### src/rtl/fmc_bus_arbiter.sv
`default_nettype none
// ============================================================================
// fmc_bus_arbiter : shares the sys_clk core bus between the FMC strobe master
//                   (m0, priority) and an internal req/ack master (m1).
// Revision 1.0
// ============================================================================
module fmc_bus_arbiter #(
    parameter int ADDR_BITS  = 24,
    parameter int DATA_BITS  = 32,
    parameter int RD_LATENCY = 2,
    parameter int STARVE_MAX = 4
) (
    input  logic                 sys_clk,
    input  logic                 sys_rst,
    input  logic [ADDR_BITS-1:0] m0_addr,
    input  logic                 m0_wr_en,
    input  logic                 m0_rd_en,
    input  logic [DATA_BITS-1:0] m0_data_out,
    output logic [DATA_BITS-1:0] m0_data_in,
    output logic                 m0_rd_valid,
    input  logic                 m1_req,
    input  logic                 m1_we,
    input  logic [ADDR_BITS-1:0] m1_addr,
    input  logic [DATA_BITS-1:0] m1_wdata,
    output logic [DATA_BITS-1:0] m1_rdata,
    output logic                 m1_ack,
    output logic [ADDR_BITS-1:0] s_addr,
    output logic                 s_wr_en,
    output logic                 s_rd_en,
    output logic [DATA_BITS-1:0] s_data_out,
    input  logic [DATA_BITS-1:0] s_data_in,
    output logic                 busy,
    output logic                 err_overflow
);
    localparam logic [3:0] c_rd_latency = 4'(RD_LATENCY);
    localparam logic [3:0] c_starve_max = 4'(STARVE_MAX);

    typedef enum logic [2:0] {
        IDLE  = 3'd0,
        WRITE = 3'd1,
        READ  = 3'd2,
        WAIT  = 3'd3,
        DONE  = 3'd4
    } state_t;

    state_t               state;
    logic                 pend_valid;
    logic                 pend_we;
    logic [ADDR_BITS-1:0] pend_addr;
    logic [DATA_BITS-1:0] pend_data;
    logic [3:0]           starve_cnt;
    logic [3:0]           lat_cnt;
    logic                 owner_m1;

    logic                 strobe;
    logic                 m0_cand;
    logic                 grant_m0;
    logic                 grant_m1;
    logic                 drained;
    logic                 take_live;
    logic                 grant_we;
    logic [ADDR_BITS-1:0] grant_addr;
    logic [DATA_BITS-1:0] grant_data;

    // Arbitration: the pending buffer outranks a live strobe for the m0 slot.
    always_comb begin
        strobe    = m0_wr_en | m0_rd_en;
        m0_cand   = pend_valid | strobe;
        grant_m1  = 1'b0;
        grant_m0  = 1'b0;
        if (state == IDLE) begin
            grant_m1 = m1_req & (~m0_cand | (starve_cnt == c_starve_max));
            grant_m0 = m0_cand & ~grant_m1;
        end
        drained   = grant_m0 & pend_valid;
        take_live = grant_m0 & ~pend_valid;
        if (grant_m1) begin
            grant_we   = m1_we;
            grant_addr = m1_addr;
            grant_data = m1_wdata;
        end else if (pend_valid) begin
            grant_we   = pend_we;
            grant_addr = pend_addr;
            grant_data = pend_data;
        end else begin
            grant_we   = m0_wr_en;
            grant_addr = m0_addr;
            grant_data = m0_data_out;
        end
    end

    always_ff @(posedge sys_clk) begin
        if (sys_rst) begin
            state        <= IDLE;
            pend_valid   <= 1'b0;
            pend_we      <= 1'b0;
            pend_addr    <= '0;
            pend_data    <= '0;
            starve_cnt   <= 4'd0;
            lat_cnt      <= 4'd0;
            owner_m1     <= 1'b0;
            m0_data_in   <= '0;
            m0_rd_valid  <= 1'b0;
            m1_rdata     <= '0;
            m1_ack       <= 1'b0;
            s_addr       <= '0;
            s_wr_en      <= 1'b0;
            s_rd_en      <= 1'b0;
            s_data_out   <= '0;
            busy         <= 1'b0;
            err_overflow <= 1'b0;
        end else begin
            s_wr_en     <= 1'b0;
            s_rd_en     <= 1'b0;
            m0_rd_valid <= 1'b0;
            m1_ack      <= 1'b0;

            // A live strobe issued straight from IDLE never touches the buffer.
            if (strobe && !take_live) begin
                if (!pend_valid || drained) begin
                    pend_valid <= 1'b1;
                    pend_we    <= m0_wr_en;
                    pend_addr  <= m0_addr;
                    pend_data  <= m0_data_out;
                end else begin
                    err_overflow <= 1'b1;
                end
            end else if (drained) begin
                pend_valid <= 1'b0;
            end

            case (state)
                IDLE: begin
                    if (grant_m0 || grant_m1) begin
                        owner_m1   <= grant_m1;
                        s_addr     <= grant_addr;
                        s_data_out <= grant_data;
                        busy       <= 1'b1;
                        if (grant_we) begin
                            state   <= WRITE;
                            s_wr_en <= 1'b1;
                        end else begin
                            state   <= READ;
                            s_rd_en <= 1'b1;
                        end
                        if (grant_m1) begin
                            starve_cnt <= 4'd0;
                        end else if (m1_req && starve_cnt != c_starve_max) begin
                            starve_cnt <= starve_cnt + 4'd1;
                        end
                    end
                end
                WRITE: begin
                    state  <= DONE;
                    m1_ack <= owner_m1;
                end
                READ: begin
                    state   <= WAIT;
                    lat_cnt <= c_rd_latency;
                end
                WAIT: begin
                    lat_cnt <= lat_cnt - 4'd1;
                    if (lat_cnt == 4'd1) begin
                        state <= DONE;
                        if (owner_m1) begin
                            m1_ack   <= 1'b1;
                            m1_rdata <= s_data_in;
                        end else begin
                            m0_rd_valid <= 1'b1;
                            m0_data_in  <= s_data_in;
                        end
                    end
                end
                DONE: begin
                    state <= IDLE;
                    busy  <= 1'b0;
                end
                default: begin
                    state <= IDLE;
                    busy  <= 1'b0;
                end
            endcase
        end
    end
endmodule
`default_nettype wire

### config.mk
export PLATFORM = sky130hd
export DESIGN_NAME = fmc_bus_arbiter
export DESIGN_NICKNAME = d
export VERILOG_FILES = /design/src/rtl/fmc_bus_arbiter.sv
export SDC_FILE = /design/constraint.sdc
export NUM_CORES = 1
export LEC_CHECK = 0
export CAP_MARGIN = 20
export CORE_MARGIN = 2
export CORE_UTILIZATION = 38
export CTS_CLUSTER_DIAMETER = 60
export DETAILED_ROUTE_END_ITERATION = 16
export PLACE_DENSITY = 0.68
export SLEW_MARGIN = 10
export SYNTH_ARGS = -nofsm -noshare
export SYNTH_HDL_FRONTEND = slang
export SYNTH_SLANG_ARGS = --single-unit
### constraint.sdc
create_clock -name sys_clk -period 2.33 [get_ports sys_clk]
set_clock_uncertainty 0.05 [all_clocks]
set_input_delay 0.233 -clock sys_clk [delete_from_list [all_inputs] [get_ports sys_clk]]
set_output_delay 0.233 -clock sys_clk [all_outputs]
set_load 0.01 [all_outputs]
==> impl_metrics.csv, run 1 <==
group,metric,value,unit
die,ioPinCount,276,
logic_synthesis,synth.lib_cells_used.distinct,37,
critical_path,worst_path_max_delay_cell,"dfxtp_1",
power_and_ir_drop,totalPowerFinal,0.0103,W
power_and_ir_drop,p_per_area,839,nW/um^2
critical_path,cp_slowest_stage_delay,0.36,ns
logic_synthesis,yosysTopAreaCell,"dfxtp_1",
logic_synthesis,flops_latches_synth,196,
place,detailedPlacementHpwl,16300,um
route,total_drc_errors_in_the_routed_layout,0,
route,vias,7286,
critical_path,timing.critical_path.required,2.63,ns
min_path,min_delay_path_depth,2,
clock_network,post_cts_hold_buffer_count,0,
critical_path,crit_fanout,18,
logic_synthesis,synth_xor_area_share,0,%
route,wire_length_per_cell,15.6,um
layout,final_cell_area,12300,sq um
logic_synthesis,synthFlopType,"dfxtp_1",
layout,drive_above_1_share,10.1,%
die,std_cell_rows,54,
job,max_cap_violations,0,
clock_network,clkSlewWorstSetupHoldPaths,0.07,ns
layout,nets,1351,
timing,max_freq,491,MHz
timing,report.final.setup_viol,0,
logic_synthesis,synth.most_common_cell,"dfxtp_1",
logic_synthesis,main_combinational_cell_family_by_area_after_synthesis,"multiplexers",
logic_synthesis,netlist_top_cells_area,"dfxtp_1, mux2i_1, nand2b_1, nand2_1, mux2_2",
logic_synthesis,ys_warn_count,0,
logic_synthesis,synth_area,8570,sq um
timing,rel_slew_slack,65.0,%
logic_synthesis,fraction_of_the_mapped_netlist_area_in_compound_gates,9.11,%
logic_synthesis,postSynthCellCount,947,
clock_network,clkSinkCount,196,
route,totalWireLength,23300,um
route,drt-vias-per-instance,4.89,
route,met1_length,10400,um
logic_synthesis,yosys.area.top_type_share,45.8,%
clock_network,tritoncts,"done",
critical_path,cp_cell_sequence,"inv_1 -> ha_1 -> and3b_1 -> a21o_1 -> mux2i_4 -> buf_12 -> buf_12 -> mux2i_1",
timing,worstMarginPinSlew,0.521,ns
global_routing,antenna_found_initial,2,
critical_path,rr_endpoint,"pend_data[9]",
logic_synthesis,synth_enable_flop_cells,0,
logic_synthesis,synth_adder_area_share,0.584,%
clock_network,cts_made_buffers,17,
logic_synthesis,synth-seq-area-share,45.8,%
route,drtPass1Iterations,4,
global_routing,first_global_vias,7215,
run_status,run_status,"finished clean",
critical_path,register_to_register_setup_slack,0.29,ns
critical_path,cp.arrival,2.34,ns
critical_path,crit_path_frequent_cell,"buf_12",
logic_synthesis,netlist_top_cells_count,"dfxtp_1, nand2_1, nand2b_1",
clock_network,root_buffer,"clkbuf_16",
logic_synthesis,syn-mean-instance-area,9.05,sq um
clock_network,clock_tree.htree_level_count,4,
min_path,hp-class,"primary input to flop",
die,floorplan.initialDensity,39.0,%
route,route.top_layer_used,"met4",
timing,report.final.hold_viol_count,0,
die,die_span_x,154,um
global_routing,first_pass_grt_wire_length,37300,um
critical_path,end_kind,"flop",
timing,finalWorstSetupSlack,0.291,ns
place,gp_routability_congestion,0.802,
power_and_ir_drop,vdd_ir_drop_max,0.543,mV
logic_synthesis,yosys.area_share.simple,19.5,%
global_routing,globalRoute.totalOverflow,0,
layout,nFillCells,2015,
place,place_worst_setup_slack,0.164,ns
timing,finalCritPeriodShare,87.5,%
place,placedInstanceArea,11700,sq um
critical_path,worst-r2r-cell-count,8,
critical_path,timing.critical_path.buf_inv,3,
route,met3_length,1890,um
route,drt_iter0_drc,263,
critical_path,timing.critical_path.from_type,"flop",
layout,area_delta_synth_final,43.8,%
clock_network,clockBufferDepth,2,
clock_network,skew_pair_late_insertion_delay,0.43,ns
timing,timing.final.max_slew_violations,0,
logic_synthesis,synthArstFlopShare,0,%
die,die_height,154,um
route,postRouteAntennaNets,0,
global_routing,grt_max_degree,59,
clock_network,postCtsResizedCells,0,
layout,finalCoreUtilization,56.1,%
min_path,hold_path_startpoint,"sys_rst",
timing,setup_tns,0,ns
die,die_area,23800,sq um
route,wl_met2,10800,um
logic_synthesis,syn-num-nets,1101,
timing,layout_min_cycle_time,2.04,ns
clock_network,post_cts_buffers,0,
logic_synthesis,muxShareOfSynthArea,20.9,%
critical_path,r2r_path_start,"starve_cnt[0]",
critical_path,worstSetupPathType,"flop to flop",
die,placeable_area,22000,sq um
place,buffer_ports.inserted,275,
timing,grt_setup_unrepaired,"no",
critical_path,critical_path.top_delay_family,"buffers and inverters",
power_and_ir_drop,leakagePower,4.79,nW
min_path,timing.hold.worst_endpoint,"busy",
global_routing,grt_use_total,19.6,%
-- per-layer routing --
metal  GRT usage (%)  vias up
li1                -     3667
met1            24.3     3406
met2            32.2      199
met3            7.22       14
met4            4.81        0
met5               0        -
-- final cells by class --
type / instances / area (sq um) / area share [%]
clock inverter: 13 / 143 / 1.16
tap: 280 / 350 / 2.84
clock buffer: 18 / 439 / 3.57
multi-input combinational: 673 / 4330 / 35.2
antenna: 1 / 2.50 / 0.0203
timing repair buffer: 301 / 3100 / 25.1
inverter: 8 / 30.0 / 0.244
sequential: 196 / 3930 / 31.9
-- stage by stage --
stage               cells  hold slack (ns)
detailed placement   1458            0.393
floorplan             947            0.319
global placement     1458            0.384
global route         1489           0.0113
finish               1490           0.0221
CTS                  1489          0.00796
-- power breakdown --
| group | internal, W | switching (W) | total (W) | leakage [nW] |
|---|---|---|---|---|
| clock network | 0.00154 | 0.00141 | 0.00295 | 0.280 |
| registers | 0.00390 | 0.000313 | 0.00421 | 1.60 |
| logic | 0.00176 | 0.00141 | 0.00317 | 2.91 |
| total | 0.00720 | 0.00313 | 0.0103 | 4.79 |
-- sequential cells by signal, summed over array words and instances, names as in the netlist, 3 cells and up --
name        count
s_data_out     32
s_addr         24
lat_cnt         4
pend_data      32
pend_addr      24
m0_data_in     32
state           3
starve_cnt      4
m1_rdata       32
-- worst max path at each step --
stage,endpoint,cells past startpoint,slack [ns],start
after CTS,pend_data[9],8,0.28,starve_cnt[0]
final,pend_data[9],8,0.29,starve_cnt[0]
after detailed placement,s_data_out[12],6,0.16,m0_wr_en
after global placement,s_addr[9],6,0.20,m1_req
after floorplan,m0_data_in[0],8,0.38,lat_cnt[0]
after global routing,pend_addr[7],8,0.18,starve_cnt[0]
-- placed cells by master, fill, tap and decap left out, types with 5 or more instances in the layout --
cell,instances
mux2_2,56
clkbuf_16,17
clkdlybuf4s50_1,274
clkinv_4,5
o21ai_0,45
or3_1,6
buf_4,15
mux2i_1,115
dfxtp_1,195
nand2_1,191
inv_1,8
o21ai_1,18
nand2b_1,118
a21oi_1,75
nor2_1,12
buf_12,12
-- logic make-up (layout without fill, tap and decap cells) --
family | Yosys count | in the layout
AOI/OAI and AO/OA | 150 | 150
buffers and inverters | 78 | 340
muxes | 172 | 172
other | 0 | 1
and+or+nand+nor | 347 | 347
adders and majority gates | 4 | 4
DFF | 196 | 196
Power figures use the tool's default switching activity.
==> inputs of run 2 (changes only) <==
- CORE_ASPECT_RATIO: not set -> 1.4
==> run 2 against run 1 <==
Compared with the run above: sequential power about the same; critical path depth decreased by 2; global-route usage decreased by 0.25 points; fmax decreased by 1.7%; wire length decreased by 2.1%; count of clock-buffer cells in the layout increased by 1; combinational power decreased by 3%.
==> impl_metrics.csv, run 2 (synthesis gave the netlist of run 1 again) <==
group,metric,value,unit
die,die_height,182,um
route,vias,7268,
critical_path,worst_setup_path_startpoint,"lat_cnt[0]",
job,max_cap_violations,0,
power_and_ir_drop,p_per_area,823,nW/um^2
route,total_drc_errors_in_the_routed_layout,0,
place,gp_routability_congestion,0.766,
layout,mostFrequentLayoutCell,"clkdlybuf4s50_1",
route,totalWireLength,22800,um
layout,area_delta_synth_final,43.0,%
power_and_ir_drop,power.share.switching,30.0,%
critical_path,end_kind,"flop",
route,postRouteAntennaNets,0,
place,buffer_ports.inserted,275,
route,drt_iter0_drc,308,
timing,timing.final.max_slew_violations,0,
die,die_area,23800,sq um
layout,finalCoreUtilization,54.8,%
timing,worstMarginPinSlew,0.579,ns
power_and_ir_drop,seqPwrFrac,41.7,%
power_and_ir_drop,vdd_ir_drop_max,0.532,mV
power_and_ir_drop,clock_power_share,28.0,%
die,ioPinCount,276,
timing,max_freq,482,MHz
die,floorplan.initialDensity,38.3,%
global_routing,first_global_vias,7185,
timing,report.final.setup_viol,0,
power_and_ir_drop,gate_power_share,30.3,%
critical_path,timing.critical_path.from_type,"flop",
clock_network,post_cts_buffers,0,
timing,hold_ws,0.207,ns
place,placedInstanceArea,11700,sq um
place,detailedPlacementHpwl,15800,um
power_and_ir_drop,leakagePower,4.73,nW
die,die_span_x,131,um
clock_network,skew_pair_late_insertion_delay,0.43,ns
clock_network,cts_made_buffers,17,
clock_network,clockBufferDepth,2,
critical_path,worst-r2r-cell-count,6,
clock_network,clkSlewWorstSetupHoldPaths,0.07,ns
run_status,run_status,"finished clean",
min_path,hp-class,"primary input to flop",
route,drtPass1Iterations,4,
timing,finalCritPeriodShare,89.0,%
timing,layout_min_cycle_time,2.07,ns
global_routing,first_pass_grt_wire_length,36200,um
critical_path,crit_fanout,33,
power_and_ir_drop,p_int,0.00706,W
clock_network,clkSinkCount,196,
global_routing,grt_max_degree,58,
critical_path,cp.arrival,2.31,ns
route,wire_length_per_cell,15.1,um
global_routing,antenna_found_initial,1,
critical_path,rr_endpoint,"m0_data_in[8]",
timing,grt_setup_unrepaired,"no",
timing,report.final.hold_viol_count,0,
critical_path,register_to_register_setup_slack,0.26,ns
clock_network,postCtsResizedCells,0,
critical_path,setup.worst_path.end,"m0_data_in[8]",
critical_path,timing.critical_path.required,2.57,ns
layout,drive_above_1_share,9.55,%
global_routing,globalRoute.totalOverflow,0,
route,drt-vias-per-instance,4.83,
clock_network,root_buffer,"clkbuf_16",
global_routing,grt_use_total,19.3,%
critical_path,worstSetupPathType,"flop to flop",
die,std_cell_rows,65,
timing,rel_slew_slack,61.1,%
layout,nets,1345,
clock_network,clock_tree.htree_level_count,4,
power_and_ir_drop,power.switching,0.00302,W
die,placeable_area,22400,sq um
critical_path,r2r_path_start,"lat_cnt[0]",
clock_network,tritoncts,"done",
layout,mostFrequentLayoutCells,"clkdlybuf4s50_1, dfxtp_1, nand2_1",
clock_network,post_cts_hold_buffer_count,0,
layout,final_cell_area,12200,sq um
timing,setup_tns,0,ns
run 2: metal layers:
metal | global-route usage [%] | vias to the layer above | part of all wire, %
li1 | - | 3650 | -
met3 | 5.27 | 36 | 6.1
met4 | 7.74 | 0 | 2.9
met2 | 34.1 | 197 | 51
met5 | 0 | - | 0
met1 | 21.7 | 3385 | 40
run 2: final cells by class:
| class | count | area, sq um |
|---|---|---|
| clock inverters | 13 | 124 |
| repair buffers | 295 | 3030 |
| clock buffers | 19 | 433 |
| multi-input cells | 673 | 4330 |
| diodes | 1 | 2.50 |
| inverters | 8 | 30.0 |
| fillers | 2084 | 10100 |
| flip-flops and latches | 196 | 3930 |
| well taps | 301 | 377 |
run 2: critical path, cell delays in order, from the launching register on:
cell and delay, ns:
dfxtp_1 0.40, ha_1 0.16, or3b_1 0.47, or3_1 0.38, buf_4 0.26, nand2_1 0.13
a21oi_1 0.07
run 2: worst min-delay path by stage:
stage / slack (ns) / depth (start not counted) / start / endpoint
after floorplan: 0.32 / 2 / s_data_in[0] / m0_data_in[0]
after global placement: 0.38 / 2 / s_data_out[7] / s_data_out[7]
after detailed placement: 0.39 / 2 / s_data_out[19] / s_data_out[19]
after CTS: 0.18 / 2 / sys_rst / starve_cnt[0]
after global routing: 0.22 / 2 / sys_rst / starve_cnt[0]
final: 0.21 / 2 / sys_rst / starve_cnt[1]
run 2: metrics by stage:
stage	power, W	worst slack (ns)	std cells
6_report	0.0101	0.255	1506
5_1_grt	0.0106	0.0835	1506
4_1_cts	0.0102	0.225	1505
3_5_place_dp	0.00737	0.0928	1473
3_3_place_gp	0.00731	0.182	1473
2_1_floorplan	0.00601	0.375	947
run 2: power groups by stage:
stage / logic, W / registers, W / clock network, W
floorplan: 0.00168 / 0.00433 / 0
global placement: 0.00305 / 0.00426 / 0
detailed placement: 0.00310 / 0.00426 / 0
CTS: 0.00311 / 0.00420 / 0.00293
global route: 0.00332 / 0.00427 / 0.00306
finish: 0.00306 / 0.00420 / 0.00282
